===== config.mk =====
export PLATFORM = sky130hd
export DESIGN_NAME = trivium_stream
export DESIGN_NICKNAME = d
export VERILOG_FILES = /design/src/rtl/trivium_stream.sv
export SDC_FILE = /design/constraint.sdc
export NUM_CORES = 1
export LEC_CHECK = 0
export ABC_AREA = 1
export BUFFER_PORTS_ARGS = -buffer_cell sky130_fd_sc_hd__buf_4
export CORE_UTILIZATION = 41
export CTS_BUF_LIST = sky130_fd_sc_hd__clkbuf_4
export DETAILED_ROUTE_END_ITERATION = 10
export PLACE_DENSITY_LB_ADDON = 0.3
export SLEW_MARGIN = 20
export SYNTH_ARGS = -nofsm -noshare
export SYNTH_HDL_FRONTEND = slang
export SYNTH_SLANG_ARGS = --single-unit
export TNS_END_PERCENT = 30

===== constraint.sdc =====
create_clock -name clk -period 3 [get_ports clk]
set_input_delay 0.15 -clock clk [delete_from_list [all_inputs] [get_ports clk]]
set_output_delay 0.15 -clock clk [all_outputs]
set_load 0.02 [all_outputs]

===== src/rtl/trivium_stream.sv =====
// trivium_stream: word-parallel Trivium keystream generator streaming W-bit words over valid/ready.
// Optional build macro TRIVIUM_XOR_EN adds a din port that is XORed into ks_data.
module trivium_stream #(
  parameter int W = 64
) (
  input  logic         clk,
  input  logic         reset,
  input  logic         start,
  input  logic [79:0]  key,
  input  logic [79:0]  iv,
  input  logic [15:0]  len,
`ifdef TRIVIUM_XOR_EN
  input  logic [W-1:0] din,
`endif
  output logic         ks_valid,
  input  logic         ks_ready,
  output logic [W-1:0] ks_data,
  output logic         ks_last,
  output logic         busy,
  output logic         done
);

  if (!(W == 1 || W == 2 || W == 4 || W == 8 || W == 16 || W == 32 || W == 64)) begin : g_bad_w
    $fatal(1, "trivium_stream: illegal W=%0d", W);
  end

  localparam int             INIT_STEPS = 1152 / W;
  localparam logic [10:0]    INIT_LAST  = 11'(INIT_STEPS - 1);

  typedef enum logic [1:0] {IDLE, INIT, STREAM} state_t;

  state_t        state_q, state_d;
  logic [287:0]  s_q;
  logic [287:0]  s_step;
  logic [W-1:0]  z_word;
  logic [288:0]  rnd;
  logic [10:0]   init_cnt_q;
  logic [15:0]   word_cnt_q;
  logic [15:0]   len_q;
  logic          done_q;
  logic          hs;
  logic          last_word;
  logic          accept;

  // One Trivium round: returns {z, next state}.
  function automatic logic [288:0] trivium_round(input logic [287:0] st);
    logic t1, t2, t3, z;
    t1 = st[65] ^ st[92];
    t2 = st[161] ^ st[176];
    t3 = st[242] ^ st[287];
    z  = t1 ^ t2 ^ t3;
    return {z,
            st[286:177], t2 ^ (st[174] & st[175]) ^ st[263],
            st[175:93],  t1 ^ (st[90] & st[91]) ^ st[170],
            st[91:0],    t3 ^ (st[285] & st[286]) ^ st[68]};
  endfunction

  // W rounds unrolled; bit i of the word is the z of round i.
  always_comb begin
    rnd    = '0;
    s_step = s_q;
    z_word = '0;
    for (int i = 0; i < W; i++) begin
      rnd       = trivium_round(s_step);
      z_word[i] = rnd[288];
      s_step    = rnd[287:0];
    end
  end

  assign hs        = ks_valid && ks_ready;
  assign last_word = (word_cnt_q == (len_q - 16'd1));
  assign accept    = start && (len != 16'd0);

  always_comb begin
    state_d = state_q;
    case (state_q)
      IDLE:    if (accept) state_d = INIT;
      INIT:    if (init_cnt_q == INIT_LAST) state_d = STREAM;
      STREAM:  if (hs && last_word) state_d = IDLE;
      default: state_d = IDLE;
    endcase
  end

  always_ff @(posedge clk or negedge reset) begin
    if (!reset) begin
      state_q    <= IDLE;
      s_q        <= '0;
      init_cnt_q <= '0;
      word_cnt_q <= '0;
      len_q      <= '0;
      done_q     <= 1'b0;
    end else begin
      state_q <= state_d;
      done_q  <= (state_q == STREAM) && hs && last_word;
      case (state_q)
        IDLE: begin
          if (accept) begin
            s_q        <= {3'b111, 112'b0, iv, 13'b0, key};
            init_cnt_q <= '0;
            word_cnt_q <= '0;
            len_q      <= len;
          end
        end
        INIT: begin
          s_q        <= s_step;
          init_cnt_q <= init_cnt_q + 11'd1;
        end
        STREAM: begin
          if (hs) begin
            s_q        <= s_step;
            word_cnt_q <= word_cnt_q + 16'd1;
          end
        end
        default: ;
      endcase
    end
  end

  // Outputs are gated to zero outside STREAM so idle/reset values are clean.
  assign ks_valid = (state_q == STREAM);
  assign ks_last  = ks_valid && last_word;
  assign busy     = (state_q != IDLE);
  assign done     = done_q;
`ifdef TRIVIUM_XOR_EN
  assign ks_data  = ks_valid ? (z_word ^ din) : '0;
`else
  assign ks_data  = ks_valid ? z_word : '0;
`endif

endmodule


==> results.sh <==
export IMPL_yosys_area_share_adder_pct=0.4332
export IMPL_die_h_um=239.4
export IMPL_final_setup_tns_ns=-0.006493
export IMPL_postCtsSetupRepairBufs=0
export IMPL_syn_area_um2=23110
export IMPL_layout_setup_ws_ns=-0.006493
export IMPL_final_util_pct=52.04
export IMPL_synthesis_yosys_warnings=0
export IMPL_initial_utilization_pct=41.70
export IMPL_synth_area_mux_share_pct=0
export IMPL_yosys_area_share_simple_pct=20.15
export IMPL_critPathRequiredTime_ns=2.85
export IMPL_drv_slew=0
export IMPL_synth_xor_area_share_pct=18.42
export IMPL_worstReg2RegStart="state_q[0]"
export IMPL_insertion_delay_ns=0.91
export IMPL_min_from="iv[24]"
export IMPL_period_share_pct=100.2
export IMPL_finalNonFillerCells=4355
export IMPL_ctsRootBufferMaster="clkbuf_4"
export IMPL_start_kind="flop"
export IMPL_syn_avg_cell_area_um2=7.287
export IMPL_skew_ns=0.09892
export IMPL_rows=86
export IMPL_violations="negative setup slack"
export IMPL_worst_path_largest_cell_delay_ns=0.58
export IMPL_drcViolationCount=0
export IMPL_max_slew_margin_pct=39.46
export IMPL_dr_pass1_iters=8
export IMPL_max_slew_worst_pin_slew_ns=0.8985
export IMPL_final_common_cell="nand2_1"
export IMPL_synth_cells=3171
export IMPL_cp_cell_sequence="xnor2_1, xor2_1, o21ai_0, a21oi_1, buf_4"
export IMPL_crit_arrival_ns=2.86
export IMPL_die_area_um2=57310
export IMPL_yosys_register_bits=334
export IMPL_grt_pass1_wl_um=144600
export IMPL_syn_num_nets=3359
export IMPL_hpwl_um=74760
export IMPL_ys_seq_area_share_pct=36.17
export IMPL_die_w_um=239.4
export IMPL_min_delay_path_class="primary input to flop"
export IMPL_drive_gt1_share_pct=13.53
export IMPL_cts_clk_slew_worst_paths_ns=0.08
export IMPL_crit_fanout=6
export IMPL_cp_slowest_cell="dfrtp_1"
export IMPL_core_area_um2=55420
export IMPL_layout_nets=3721
export IMPL_syn2layout_area_growth_pct=24.80
export IMPL_startpoint="s_q[60]"
export IMPL_ys_types=35
export IMPL_status="finished, violations left"
export IMPL_ant_nets=0
export IMPL_drt_iter0_markers=2829
export IMPL_postPlaceCellArea_um2=25490
export IMPL_vias_per_cell=5.417
export IMPL_synth_top_family_by_area="simple AND/OR/NAND/NOR gates"
export IMPL_cts_made_buffers=93
export IMPL_gr_total_overflow=0
export IMPL_routed_wl_um=100500
export IMPL_endpoint_kind="output port"
export IMPL_io_pins=248
export IMPL_crit_type="flop to output port"
export IMPL_port_buffers=247
export IMPL_grt_pass1_vias=22030
export IMPL_wl_per_cell_um=23.07
export IMPL_layout_common_cells="nand2_1, nor2_1, dfrtp_1"
export IMPL_cts_tree="done"
export IMPL_clock_sinks=334
export IMPL_synth_compound_area_share_pct=16.55
export IMPL_layout_min_cycle_time_ns=3.006
export IMPL_fmax_ghz=0.3326
export IMPL_cap_violations=0
export IMPL_num_vias=23590
export IMPL_fillCellCount=5460
export IMPL_htree_levels=3
export IMPL_post_place_cells=3985
export IMPL_final_area_um2=28840
export IMPL_grt_use_total_pct=35.01
export IMPL_clockBufferDepth=3
export IMPL_grt_max_degree=165
export IMPL_grt_setup_unrepaired="true"
export IMPL_antenna_found_initial=3
export IMPL_hold_violations=0
export IMPL_seqCellArea_um2=8358
export IMPL_gp_congestion=1.044
export IMPL_multi_input_area_um2=12950
export IMPL_setup_viol=1
[worst max-delay path, delay by kind of cell (launching register included)]
kind | cells | cell delay [ns]
compound gates | 2 | 0.34
xor+xnor | 2 | 0.89
flops | 1 | 0.58
buf+inv | 1 | 0.17
[cells by family (layout without fill, tap and decap cells)]
logic type,count (synthesis),after routing
buffers and inverters,477,912
and+or+nand+nor,1187,1187
DFF,334,334
AOI/OAI and AO/OA,679,679
adders and majority gates,8,8
other,0,1
xor gates and xnor gates,486,486
[timing repair]
action,in CTS,in global routing
gates resized for setup,4,12
pin swaps,0,1
endpoints found under the hold margin,526,0
setup endpoints to repair,33,11
gates cloned,0,0
hold buffers,201,0
[cells in the mapped netlist]
master    number  area (um2)
nand2_1      759        2849
nand3b_2       1       11.26
o21a_1         1       7.510
nor2_1       346        1299
a41oi_1        1       8.760
clkbuf_2       1       5.000
ha_1           8       100.1
buf_2         57       285.3
inv_2          8       30.03
a21oi_1      185       925.9
nor4_1         6       37.54
clkbuf_1     164       615.6
buf_6          6       67.56
buf_4          1       7.510
dfrtp_1      334        8358
nand3b_1       3       22.52
nand3_2        2       20.02
xnor2_1      320        2803
nor3_1        12       60.06
nor3_2         3       30.03
o21ai_1       13       65.06
o21ai_0      230        1151
nand4_1        8       50.05
inv_1        237       889.6
o22ai_1        1       6.260
nand3_1       27       135.1
nand2_2        8       50.05
nor3b_1        1       7.510
buf_1          2       7.510
xor2_1       166        1454
nor2_4         3       33.78
a31oi_1      161        1007
nor2_2         8       50.05
clkinv_1       1       3.750
o31ai_1       87       653.1
[per-stage QoR]
step,worst slack (ns),hold WS [ns]
2_1_floorplan,0.7353,-0.1456
3_3_place_gp,0.6964,0.2504
3_5_place_dp,0.7443,0.2166
4_1_cts,0.0005282,0.01062
5_1_grt,-0.05958,0.05120
6_report,-0.006493,0.06430
[routing by layer]
metal | share of wire [%] | vias up | wire, um | GRT usage (%)
met5 | 0 | - | 0 | 0
met4 | 8.5 | 0 | 8584 | 25.02
met3 | 10 | 404 | 10550 | 9.289
met2 | 43 | 1362 | 43320 | 53.01
met1 | 38 | 10880 | 38000 | 43.10
li1 | - | 10950 | - | -
[flip-flops by register name, summed over array words and instances, names as in the netlist]
register	cells
s_q	288
state_q	2
done	1
word_cnt_q	16
len_q	16
init_cnt_q	11
[cell type report]
class,count,area share (%)
clock buffer,133,3.462
multi-input combinational,2360,44.91
timing repair buffer,498,15.42
inverter,246,3.254
tap,748,3.245
sequential,334,28.98
clock inverter,35,0.7159
antenna,1,0.008678
[final timing paths]
| kind | slack, ns | depth (start not counted) | end |
|---|---|---|---|
| max | -0.006 | 5 | ks_data[32] |
| min | 0.06 | 4 | s_q[117] |
| max reg2reg | 0.44 | 8 | s_q[108] |
| min reg2reg | 0.51 | 2 | s_q[287] |
| max in group asynchronous | 1.98 | 4 | s_q[54] |
| min in group asynchronous | 0.34 | 3 | s_q[86] |
Power is not shown: default switching activity piles up to over one toggle a cycle in this logic, so the estimate is an artifact.
